### src/rtl/imem_loader_pkg.sv
// Shared types and constants for the instruction-memory program loader.
// Contents:
//   state_t    - loader FSM states
//   WORD_BYTES - bytes per instruction word in the input stream
//   N_ALL      - header value that means "load the whole memory"
package imem_loader_pkg;

    typedef enum logic [2:0] {
        IDLE,
        LEN,
        DATA,
        WRITE,
        DONE,
        ERR
    } state_t;

    localparam int         WORD_BYTES = 4;
    localparam logic [7:0] N_ALL      = 8'h00;

endpackage

### src/rtl/imem_word_packer.sv
// Assembles four stream bytes into one big-endian 32-bit word.
// Ports:
//   clk_i     in   system clock
//   rst_i     in   asynchronous active-high reset
//   shift_en  in   accept byte_in this cycle
//   clear     in   restart word assembly (byte counter to 0)
//   byte_in   in   8-bit stream byte
//   word      out  shift register contents, first byte ends up in 31:24
//   last_byte out  the next accepted byte completes the word
module imem_word_packer
    import imem_loader_pkg::*;
(
    input  logic        clk_i,
    input  logic        rst_i,
    input  logic        shift_en,
    input  logic        clear,
    input  logic [7:0]  byte_in,
    output logic [31:0] word,
    output logic        last_byte
);

    logic [1:0]  byte_cnt;
    logic [31:0] shift_q;

    // NOTE: clocked state uses non-blocking assignments so every register
    // samples pre-edge values, independent of statement order.
    always_ff @(posedge clk_i or posedge rst_i) begin
        if (rst_i) begin
            byte_cnt <= '0;
            shift_q  <= '0;
        end else if (clear) begin
            byte_cnt <= '0;
        end else if (shift_en) begin
            shift_q  <= {shift_q[23:0], byte_in};
            byte_cnt <= byte_cnt + 2'd1;
        end
    end

    assign word      = shift_q;
    assign last_byte = (byte_cnt == 2'(WORD_BYTES - 1));

endmodule

### src/rtl/imem_loader.sv
// Program loader: reads a length-prefixed byte stream and writes it into the
// instruction memory, holding the CPU in reset until the image is complete.
// Stream: header N (0 means DEPTH words), then 4*N bytes, big-endian words.
// Ports:
//   clk_i, rst_i      clock, asynchronous active-high reset
//   start_i           begin a load (honoured in IDLE, DONE, ERR)
//   byte_i            stream byte, byte_valid_i qualifies it
//   byte_ready_o      loader accepts a byte this cycle (LEN, DATA only)
//   wr_en_o           one-cycle memory write strobe
//   wr_addr_o         word address of the write
//   wr_data_o         word to write
//   cpu_rst_o         active-low CPU reset; 1 only in DONE
//   busy_o, done_o, error_o  status flags
module imem_loader
    import imem_loader_pkg::*;
#(
    parameter int ADDR_W = 5,
    parameter int DEPTH  = 32
) (
    input  logic              clk_i,
    input  logic              rst_i,
    input  logic              start_i,
    input  logic [7:0]        byte_i,
    input  logic              byte_valid_i,
    output logic              byte_ready_o,
    output logic              wr_en_o,
    output logic [ADDR_W-1:0] wr_addr_o,
    output logic [31:0]       wr_data_o,
    output logic              cpu_rst_o,
    output logic              busy_o,
    output logic              done_o,
    output logic              error_o
);

    state_t            state, state_nxt;
    logic [ADDR_W-1:0] addr_q;
    logic [ADDR_W-1:0] last_addr_q;
    logic [ADDR_W-1:0] wr_addr_q;
    logic [31:0]       wr_data_q;
    logic [31:0]       pk_word;
    logic              pk_last;
    logic              transfer;
    logic              len_ok;

    // Ready depends on state alone so the source can never see a
    // combinational path from its own valid back to ready.
    assign byte_ready_o = (state == LEN) || (state == DATA);
    assign transfer     = byte_valid_i && byte_ready_o;
    // Header 0 (N_ALL) passes trivially and is expanded to DEPTH below.
    assign len_ok       = ({1'b0, byte_i} <= 9'(DEPTH));

    imem_word_packer u_packer (
        .clk_i     (clk_i),
        .rst_i     (rst_i),
        .shift_en  ((state == DATA) && transfer),
        .clear     ((state == WRITE) || (state == LEN)),
        .byte_in   (byte_i),
        .word      (pk_word),
        .last_byte (pk_last)
    );

    always_ff @(posedge clk_i or posedge rst_i) begin
        if (rst_i) state <= IDLE;
        else       state <= state_nxt;
    end

    // NOTE: every output and next-state signal gets a default before the
    // case statement, so no path leaves one unassigned and no latch appears.
    always_comb begin
        state_nxt = state;
        wr_en_o   = 1'b0;
        busy_o    = 1'b0;
        done_o    = 1'b0;
        error_o   = 1'b0;
        cpu_rst_o = 1'b0;
        case (state)
            IDLE: if (start_i) state_nxt = LEN;
            LEN: begin
                busy_o = 1'b1;
                if (transfer) state_nxt = len_ok ? DATA : ERR;
            end
            DATA: begin
                busy_o = 1'b1;
                if (transfer && pk_last) state_nxt = WRITE;
            end
            WRITE: begin
                busy_o    = 1'b1;
                wr_en_o   = 1'b1;
                state_nxt = (addr_q == last_addr_q) ? DONE : DATA;
            end
            DONE: begin
                done_o    = 1'b1;
                cpu_rst_o = 1'b1;
                if (start_i) state_nxt = LEN;
            end
            ERR: begin
                error_o = 1'b1;
                if (start_i) state_nxt = LEN;
            end
            default: state_nxt = IDLE;
        endcase
    end

    // Address bookkeeping plus write-port holding registers. The write port
    // is loaded on the completing byte so it is stable for the whole WRITE
    // cycle and keeps its value until the next word finishes.
    always_ff @(posedge clk_i or posedge rst_i) begin
        if (rst_i) begin
            addr_q      <= '0;
            last_addr_q <= '0;
            wr_addr_q   <= '0;
            wr_data_q   <= '0;
        end else begin
            if ((state == LEN) && transfer && len_ok) begin
                addr_q      <= '0;
                last_addr_q <= (byte_i == N_ALL) ? ADDR_W'(DEPTH - 1)
                                                 : ADDR_W'(byte_i - 8'd1);
            end
            if ((state == DATA) && transfer && pk_last) begin
                wr_addr_q <= addr_q;
                wr_data_q <= {pk_word[23:0], byte_i};
            end
            // Never steps past last_addr_q, so the counter cannot wrap.
            if ((state == WRITE) && (addr_q != last_addr_q))
                addr_q <= addr_q + 1'b1;
        end
    end

    assign wr_addr_o = wr_addr_q;
    assign wr_data_o = wr_data_q;

endmodule
### config.mk
export PLATFORM = sky130hd
export DESIGN_NAME = imem_loader
export DESIGN_NICKNAME = d
export VERILOG_FILES = /design/src/rtl/imem_loader_pkg.sv /design/src/rtl/imem_word_packer.sv /design/src/rtl/imem_loader.sv
export SDC_FILE = /design/constraint.sdc
export NUM_CORES = 1
export LEC_CHECK = 0
export ABC_AREA = 1
export ABC_CLOCK_PERIOD_IN_PS = 2830
export BUFFER_PORTS_ARGS = -buffer_cell sky130_fd_sc_hd__buf_2
export CAP_MARGIN = 20
export CORE_MARGIN = 1.5
export CORE_UTILIZATION = 47
export CTS_BUF_LIST = sky130_fd_sc_hd__clkbuf_8
export CTS_CLUSTER_SIZE = 10
export DETAILED_ROUTE_END_ITERATION = 12
export PLACE_DENSITY = 0.78
export SETUP_SLACK_MARGIN = 0.5
export SYNTH_ARGS = -nofsm -noshare
export SYNTH_HDL_FRONTEND = slang
export SYNTH_SLANG_ARGS = --single-unit
### constraint.sdc
create_clock -name clk_i -period 2.83 [get_ports clk_i]
set_input_delay 0.566 -clock clk_i [delete_from_list [all_inputs] [get_ports clk_i]]
set_output_delay 0.566 -clock clk_i [all_outputs]
set_load 0.01 [all_outputs]
==> summary.md, run 1 <==
| Metric | Value |
|---|---|
| Hold-fix buffer count after cts | 0 |
| Max-Cap Viols | 0 |
| Area Overhead vs Synth | 15.8% |
| Final Skew | 0.00678 ns |
| Avg Cell Area, Syn | 9.18 um2 |
| Final setup fails | 0 |
| Setup tns final | 0 ns |
| # fillers | 652 |
| DRT Pass-1 Iters | 4 |
| Crit. End Element | primary output |
| Synth Net Count | 392 |
| Net count, final | 446 |
| RSZ-0062 raised after global routing | false |
| Worst EP arrival | 1.54 ns |
| Yosys warns | 0 |
| Overall power | 3.32 mW |
| P per Cell Area | 831 nW/um2 |
| Hold crit path type | input pin to async pin |
| Die Ht | 88.7 um |
| Vias per inst | 4.87 |
| Worst slew pin tran | 0.728 ns |
| Req. time, crit path | 2.26 ns |
| Synth top area share | 55.1% |
| Die Wd | 88.7 um |
| Status | finished clean |
| Yosys reg bits | 76 |
| Ranking of synthesized cells by area | dfrtp_1 55%, nand2_1 14%, o21ai_2 6.1% |
| Final std cells w/o fill | 534 |
| Vias | 2,599 |
| Starting DRC count in detailed routing | 216 |
| Post-synthesis cell type count | 26 |
| Std-Cell Rows | 31 |
| Fin crit share | 74.4% |
| Finished Core Util | 55.7% |
| Port buffer count | 54 |
| Top_reg_cell synth | dfrtp_1 |
| Most common cell in the netlist | nand2_1 |
| Ports | 55 |
| Mapped Cells | 376 |
| Setup CP Type | flop to primary output |
| DR WL/cell | 13.0 um |
| First-pass GRT wire length | 11,700 um |
| Routed wire length | 6940 um |
| Fmax | 0.475 GHz |
| CTS clk-pin slew, worst paths | 0.08 ns |
| Asr flop ratio synth | 100% |
| Startpoint types | flop |
| Reg area | 1900 um2 |
| Post-synth EDFFs | 0 |
| Final Max Slew Viols | 0 |
| Maximum vdd drop | 0.424 mV |
| DP Area | 3740 um2 |
| Total Routing Usage GR | 19.7% |
| Cts bufs inserted | 9 |
| Worst-Skew Late Latency | 0.34 ns |
| CTS tree | built |
| Final min period | 2.10 ns |
| Multi-input logic area | 1240 um2 |
| H-Tree Depth | 3 |
| DP Wirelength | 4930 um |
| PostCTS Resize Cnt | 0 |
| Layout cells sized above 1 | 25.1% |
| Vias in the first global route | 2,462 |
| Root Buffer | clkbuf_8 |
| Final antenna-violating net count | 0 |
| Sequential share of the synthesized area | 55.1% |
| Final Cell Area | 4000 um2 |
| GRT overflow | 0 |
| Initial antenna violation count | 0 |
| N_diodes | 0 |
| DRC viols | 0 |
| Endpoints failing hold | 0 |
| Syn Std Cell Area | 3450 um2 |
| Initial Utilization | 48.1% |
| Clock Tree Buf Depth | 2 |
| Postcts setup bufs | 0 |
| Core Area | 7180 um2 |
| Largest net degree at the start of global routing | 62 |
| CP Max Fanout | 8 |
| Synth top cells by count | 125 x nand2_1, 76 x dfrtp_1, 39 x inv_1, 30 x nand3_1, 24 x o21ai_2 |
| Cell taking the most area after synthesis | dfrtp_1 |
| Leak | 2.21 nW |
| Clock sinks | 76 |
| Max-slew headroom | 51.5% |
| Die area | 7870 um2 |
| Placed cell count | 518 |
| Routability cong. | 0.854 |
cells by family after synthesis:
kind of cell	Yosys count	share of synthesized area, %
xor+xnor	5	1.27
flops	76	55.1
compound gates	55	10.6
fa+ha+maj	4	1.45
buf+inv	56	8.81
simple gates	180	22.8
layout by cell type, fill, tap and decap left out, types with 2 or more instances in the layout:
cell type,Yosys,final
dfrtp_1,76,76
nand2_1,125,125
clkinvlp_4,0,2
ha_1,4,4
buf_4,1,2
nand3_1,30,30
o21ai_2,24,24
inv_2,3,3
clkbuf_8,0,11
nor3_1,2,2
nand4_1,4,4
inv_1,39,38
xor2_1,4,4
o21ai_0,22,22
bufinv_16,0,3
o21ai_1,8,8
nor2_1,10,10
nor3_2,2,2
buf_2,3,54
or2_2,2,2
flip-flops by register name, summed over array words and instances (netlist names):
name / flops
wr_data_o: 32
state: 3
last_addr_q: 5
addr_q: 5
wr_addr_o: 5
u_packer.word: 24
u_packer.byte_cnt: 2
metrics by stage:
stage | hold slack (ns) | worst slack (ns)
after floorplan | 0.453 | 1.21
after global placement | 0.452 | 0.903
after detailed placement | 0.462 | 0.833
after CTS | 0.290 | 0.721
after global routing | 0.321 | 0.584
final | 0.280 | 0.726
worst paths after layout:
check | startpoint | to | slack (ns) | depth (start not counted)
max in group asynchronous | rst_i | addr_q[2] | 1.92 | 3
hold / removal | rst_i | wr_data_o[10] | 0.28 | 2
hold reg to reg | wr_data_o[25] | wr_data_o[25] | 0.48 | 2
min in group clk_i | byte_i[1] | u_packer.word[1] | 0.45 | 3
setup / recovery | state[0] | wr_en_o | 0.73 | 3
setup reg to reg | state[1] | wr_data_o[8] | 0.82 | 7
routing by layer:
layer / wire, um / part of all wire [%] / up-vias / GRT usage, %
li1: - / - / 1300 / -
met1: 3390 / 49 / 1203 / 28.3
met2: 3070 / 44 / 83 / 28.6
met3: 345 / 5.0 / 13 / 3.17
met4: 133 / 1.9 / 0 / 11.2
met5: 0 / 0 / - / 0
final cells by class:
class | instances | share of cell area [%]
well taps | 99 | 3.10
flip-flops and latches | 76 | 47.6
clock inverters | 5 | 2.66
repair buffers | 57 | 7.64
inverters | 42 | 4.04
clock buffers | 11 | 3.79
multi-input cells | 244 | 31.2
worst max-delay path, stage by stage (launching register included):
cell and delay, ns:
dfrtp_1 0.42, inv_1 0.09, nor3_2 0.46, buf_2 0.23
power by group:
part	internal (mW)	switching [mW]	leakage, nW	total [mW]
sequential	1.34	0.160	0.987	1.50
clock	0.637	0.403	0.126	1.04
combinational	0.255	0.521	1.10	0.777
total	2.24	1.09	2.21	3.32
Power figures use the tool's default switching activity.
==> inputs of run 2 (changes only) <==
--- a/config.mk
+++ b/config.mk
@@ -5,8 +5,8 @@
 export SDC_FILE = /design/constraint.sdc
 export NUM_CORES = 1
 export LEC_CHECK = 0
-export ABC_AREA = 1
-export ABC_CLOCK_PERIOD_IN_PS = 2830
+export ABC_AREA = 0
+export ABC_CLOCK_PERIOD_IN_PS = 1900
 export BUFFER_PORTS_ARGS = -buffer_cell sky130_fd_sc_hd__buf_2
 export CAP_MARGIN = 20
 export CORE_MARGIN = 1.5
@@ -14,7 +14,7 @@
 export CTS_BUF_LIST = sky130_fd_sc_hd__clkbuf_8
 export CTS_CLUSTER_SIZE = 10
 export DETAILED_ROUTE_END_ITERATION = 12
-export PLACE_DENSITY = 0.78
+export PLACE_DENSITY = 0.81
 export SETUP_SLACK_MARGIN = 0.5
 export SYNTH_ARGS = -nofsm -noshare
 export SYNTH_HDL_FRONTEND = slang
==> constraint.sdc (replaced) <==
create_clock -name clk_i -period 1.9 [get_ports clk_i]
set_input_delay 0.38 -clock clk_i [delete_from_list [all_inputs] [get_ports clk_i]]
set_output_delay 0.38 -clock clk_i [all_outputs]
set_load 0.01 [all_outputs]
==> summary.md, run 2 <==
| Metric | Value |
|---|---|
| Sequential share of the synthesized area | 58.6% (was 55.1%) |
| Synth Net Count | 265 (was 392) |
| CTS tree | built (unchanged) |
| Routability cong. | 0.899 (was 0.854) |
| Crit. End Element | primary output (unchanged) |
| Avg Cell Area, Syn | 13.0 um2 (was 9.18 um2) |
| R2r worst-path depth | 7 (unchanged) |
| Fin crit share | 91.8% |
| Hold crit path type | input pin to async pin (unchanged) |
| Reg2reg setup slack | 0.16 ns (was 0.82 ns) |
| First-pass GRT wire length | 12,600 um (was 11,700 um) |
| Vias in the first global route | 2,428 (was 2,462) |
| Synth top cells by count | 76 x dfrtp_1, 58 x mux2_2, 17 x nand2_1, 12 x nor2_1, 11 x o21ai_0 (was 125 x nand2_1, 76 x dfrtp_1, 39 x inv_1, 30 x nand3_1, 24 x o21ai_2) |
| Slowest cell delay on critical path | 0.46 ns (about the same) |
| Initial Utilization | 48.3% (was 48.1%) |
| Pre-CTS WS | -0.219 ns (was 0.833 ns) |
| Layout cells sized above 1 | 63.0% (was 25.1%) |
| Core Area | 6720 um2 (was 7180 um2) |
| Status | finished clean (unchanged) |
| Routed wire length | 8390 um (was 6940 um) |
| Met1 Use GR | 28.0% (was 28.3%) |
| Req. time, crit path | 1.52 ns (was 2.26 ns) |
| Final min period | 1.74 ns |
| RSZ-0062 raised after global routing | true (was false) |
| Final antenna-violating net count | 0 (unchanged) |
| Die Wd | 86.1 um (was 88.7 um) |
| GRT overflow | 0 (unchanged) |
| Hold-fix buffer count after cts | 0 (unchanged) |
| Switching Fraction | 34.1% (was 32.7%) |
| CP Max Fanout | 5 (was 8) |
| Worst-Skew Late Latency | 0.35 ns (was 0.34 ns) |
| Fmax | 0.574 GHz |
| Final Max Slew Viols | 0 (unchanged) |
| Yosys warns | 0 (unchanged) |
| Setup ws final | 0.157 ns (was 0.726 ns) |
| Vias | 2,331 (was 2,599) |
| M3 GR Usage | 4.91% (was 3.17%) |
| Root Buffer | clkbuf_8 (unchanged) |
| Commonest non-fill, non-tap cell in the layout | dfrtp_1 (was nand2_1) |
| Ports | 55 (unchanged) |
| Worst slew pin tran | 0.276 ns (was 0.728 ns) |
| Yosys reg bits | 76 (unchanged) |
| Clock Tree Buf Depth | 2 (unchanged) |
| H-Tree Depth | 3 (unchanged) |
| CP delay by family, top | flip-flops (was simple AND/OR/NAND/NOR gates) |
| Initial antenna violation count | 0 (unchanged) |
| CP Buf/Inv Count | 1 (was 2) |
| Top_reg_cell synth | dfrtp_1 (unchanged) |
| Total Routing Usage GR | 22.7% (was 19.7%) |
| Max FFs per register | 32 (unchanged) |
| Net count, final | 368 (was 446) |
| Post-synthesis cell type count | 32 (was 26) |
| Comb pwr share | 36.3% (was 23.4%) |
| Asr flop ratio synth | 100% (unchanged) |
| Startpoint types | flop (unchanged) |
| Synth top area share | 58.6% (was 55.1%) |
| N_diodes | 0 (unchanged) |
| CP max stage cell | dfrtp_2 (was nor3_2) |
| Max-Cap Viols | 0 (unchanged) |
| DRT Pass-1 Iters | 6 (was 4) |
| Maximum vdd drop | 0.487 mV (was 0.424 mV) |
| Clock power share | 21.1% (was 31.3%) |
| Worst r2r src | state[2] (was state[1]) |
| Ranking of synthesized cells by area | dfrtp_1 59%, mux2_2 20%, xnor2_1 2.4% (was dfrtp_1 55%, nand2_1 14%, o21ai_2 6.1%) |
| Die Ht | 86.1 um (was 88.7 um) |
| CP Cell Sequence | and2b_2 > and2_4 > buf_6 (was inv_1 > nor3_2 > buf_2) |
| Global Route met2 Usage | 38.6% (was 28.6%) |
| Die area | 7410 um2 (was 7870 um2) |
| CTS clk-pin slew, worst paths | 0.09 ns (was 0.08 ns) |
| DRC viols | 0 (unchanged) |
| Max-slew headroom | 81.5% (was 51.5%) |
| Setup CP Type | flop to primary output (unchanged) |
| Starting DRC count in detailed routing | 135 (was 216) |
| Internal | 3.40 mW (was 2.24 mW) |
| P per Cell Area | 1090 nW/um2 (was 831 nW/um2) |
| Clock sinks | 76 (unchanged) |
| DR WL/cell | 19.2 um (was 13.0 um) |
| DP Wirelength | 4430 um (was 4930 um) |
| Leak | 2.43 nW (was 2.21 nW) |
| Endpoints failing hold | 0 (unchanged) |
| Busiest layer in global routing | met2 (unchanged) |
| Syn Std Cell Area | 3250 um2 (was 3450 um2) |
| Post-synth EDFFs | 0 (unchanged) |
| Area Overhead vs Synth | 45.9% (was 15.8%) |
| Std-Cell Rows | 30 (was 31) |
| Mapped Cells | 249 (was 376) |
| Worst EP arrival | 1.36 ns (was 1.54 ns) |
| Port buffer count | 54 (unchanged) |
| Final setup fails | 0 (unchanged) |
| Cell taking the most area after synthesis | dfrtp_1 (unchanged) |
| Final Skew | 0.0129 ns (was 0.00678 ns) |
| Most frequent cells in the layout | 73 x dfrtp_1, 52 x buf_2, 33 x mux2_2 (was 125 x nand2_1, 76 x dfrtp_1, 54 x buf_2) |
| Sw power | 1.76 mW (was 1.09 mW) |
| Vias per inst | 5.33 (was 4.87) |
| Placed cell count | 388 (was 518) |
| Largest net degree at the start of global routing | 52 (was 62) |
| Final std cells w/o fill | 437 (was 534) |
| Cts bufs inserted | 9 (unchanged) |
| Capturing point of the worst reg2reg path | wr_data_o[21] (was wr_data_o[8]) |
| Most common cell in the netlist | dfrtp_1 (was nand2_1) |
| Seq pwr share | 42.6% (was 45.3%) |
| CP Launch Point | state[2] (was state[0]) |
## run 2: layout make-up
cell class	instances	area, um2
clock buffers	9	124
clock inverters	7	46.3
fillers	416	1980
inverters	10	78.8
multi-input cells	150	1500
flip-flops and latches	76	1910
well taps	80	100
repair buffers	105	977
## run 2: cell families (layout without fill, tap and decap cells)
kind of cell	count (synthesis)	count (layout)	synth area share [%]
flip-flops	76	76	58.6
AO/OA/AOI/OAI	29	29	6.05
AND/OR/NAND/NOR	47	47	7.09
XOR/XNOR	11	11	2.97
adder cells (fa/ha/maj)	4	4	1.54
buffers and inverters	23	131	3.32
multiplexers	59	59	20.4
## run 2: timing repair
| action | CTS | global route |
|---|---|---|
| gates cloned | 5 | 4 |
| resized for setup | 34 | 36 |
| endpoints found under the setup margin | 82 | 82 |
| buffers inserted | 12 | 12 |
| pin swaps | 9 | 16 |
## run 2: worst max-delay path by stage
stage,to,depth (start not counted)
4_1_cts,wr_en_o,3
2_1_floorplan,state[2],7
6_report,wr_en_o,3
3_3_place_gp,state[2],8
3_5_place_dp,state[2],8
5_1_grt,state[2],6
## run 2: worst reg2reg max path, cell delays in order (launching register included)
cell and delay, ns:
dfrtp_2 0.46, buf_6 0.15, inv_8 0.06, and4_4 0.29, nand2_8 0.10, buf_12 0.15, buf_12 0.13, mux2_4 0.29
## run 2: metrics by stage
| stage | util [%] | total power [mW] | TNS [ns] | area, um2 | hold WS [ns] |
|---|---|---|---|---|---|
| after global placement | 58.2 | 3.38 | -1.86 | 3910 | 0.447 |
| after CTS | 66.0 | 4.81 | 0 | 4440 | 0.0736 |
| after detailed placement | 58.2 | 3.45 | -2.06 | 3910 | 0.450 |
| final | 70.5 | 5.16 | 0 | 4730 | 0.0667 |
| after global routing | 70.5 | 5.41 | 0 | 4730 | 0.0809 |
| after floorplan | - | 3.11 | 0 | 3470 | 0.477 |
## run 2: per-layer routing
layer,share of wire [%],wire length (um)
met5,0,0
met2,54,4500
met3,2.6,217
met1,41,3460
met4,2.6,217
## run 2: power groups by stage
stage | clock network (mW) | logic [mW] | registers [mW]
2_1_floorplan | 0 | 1.02 | 2.10
3_3_place_gp | 0 | 1.16 | 2.21
3_5_place_dp | 0 | 1.21 | 2.23
4_1_cts | 1.08 | 1.56 | 2.17
5_1_grt | 1.17 | 2.01 | 2.23
6_report | 1.09 | 1.87 | 2.20
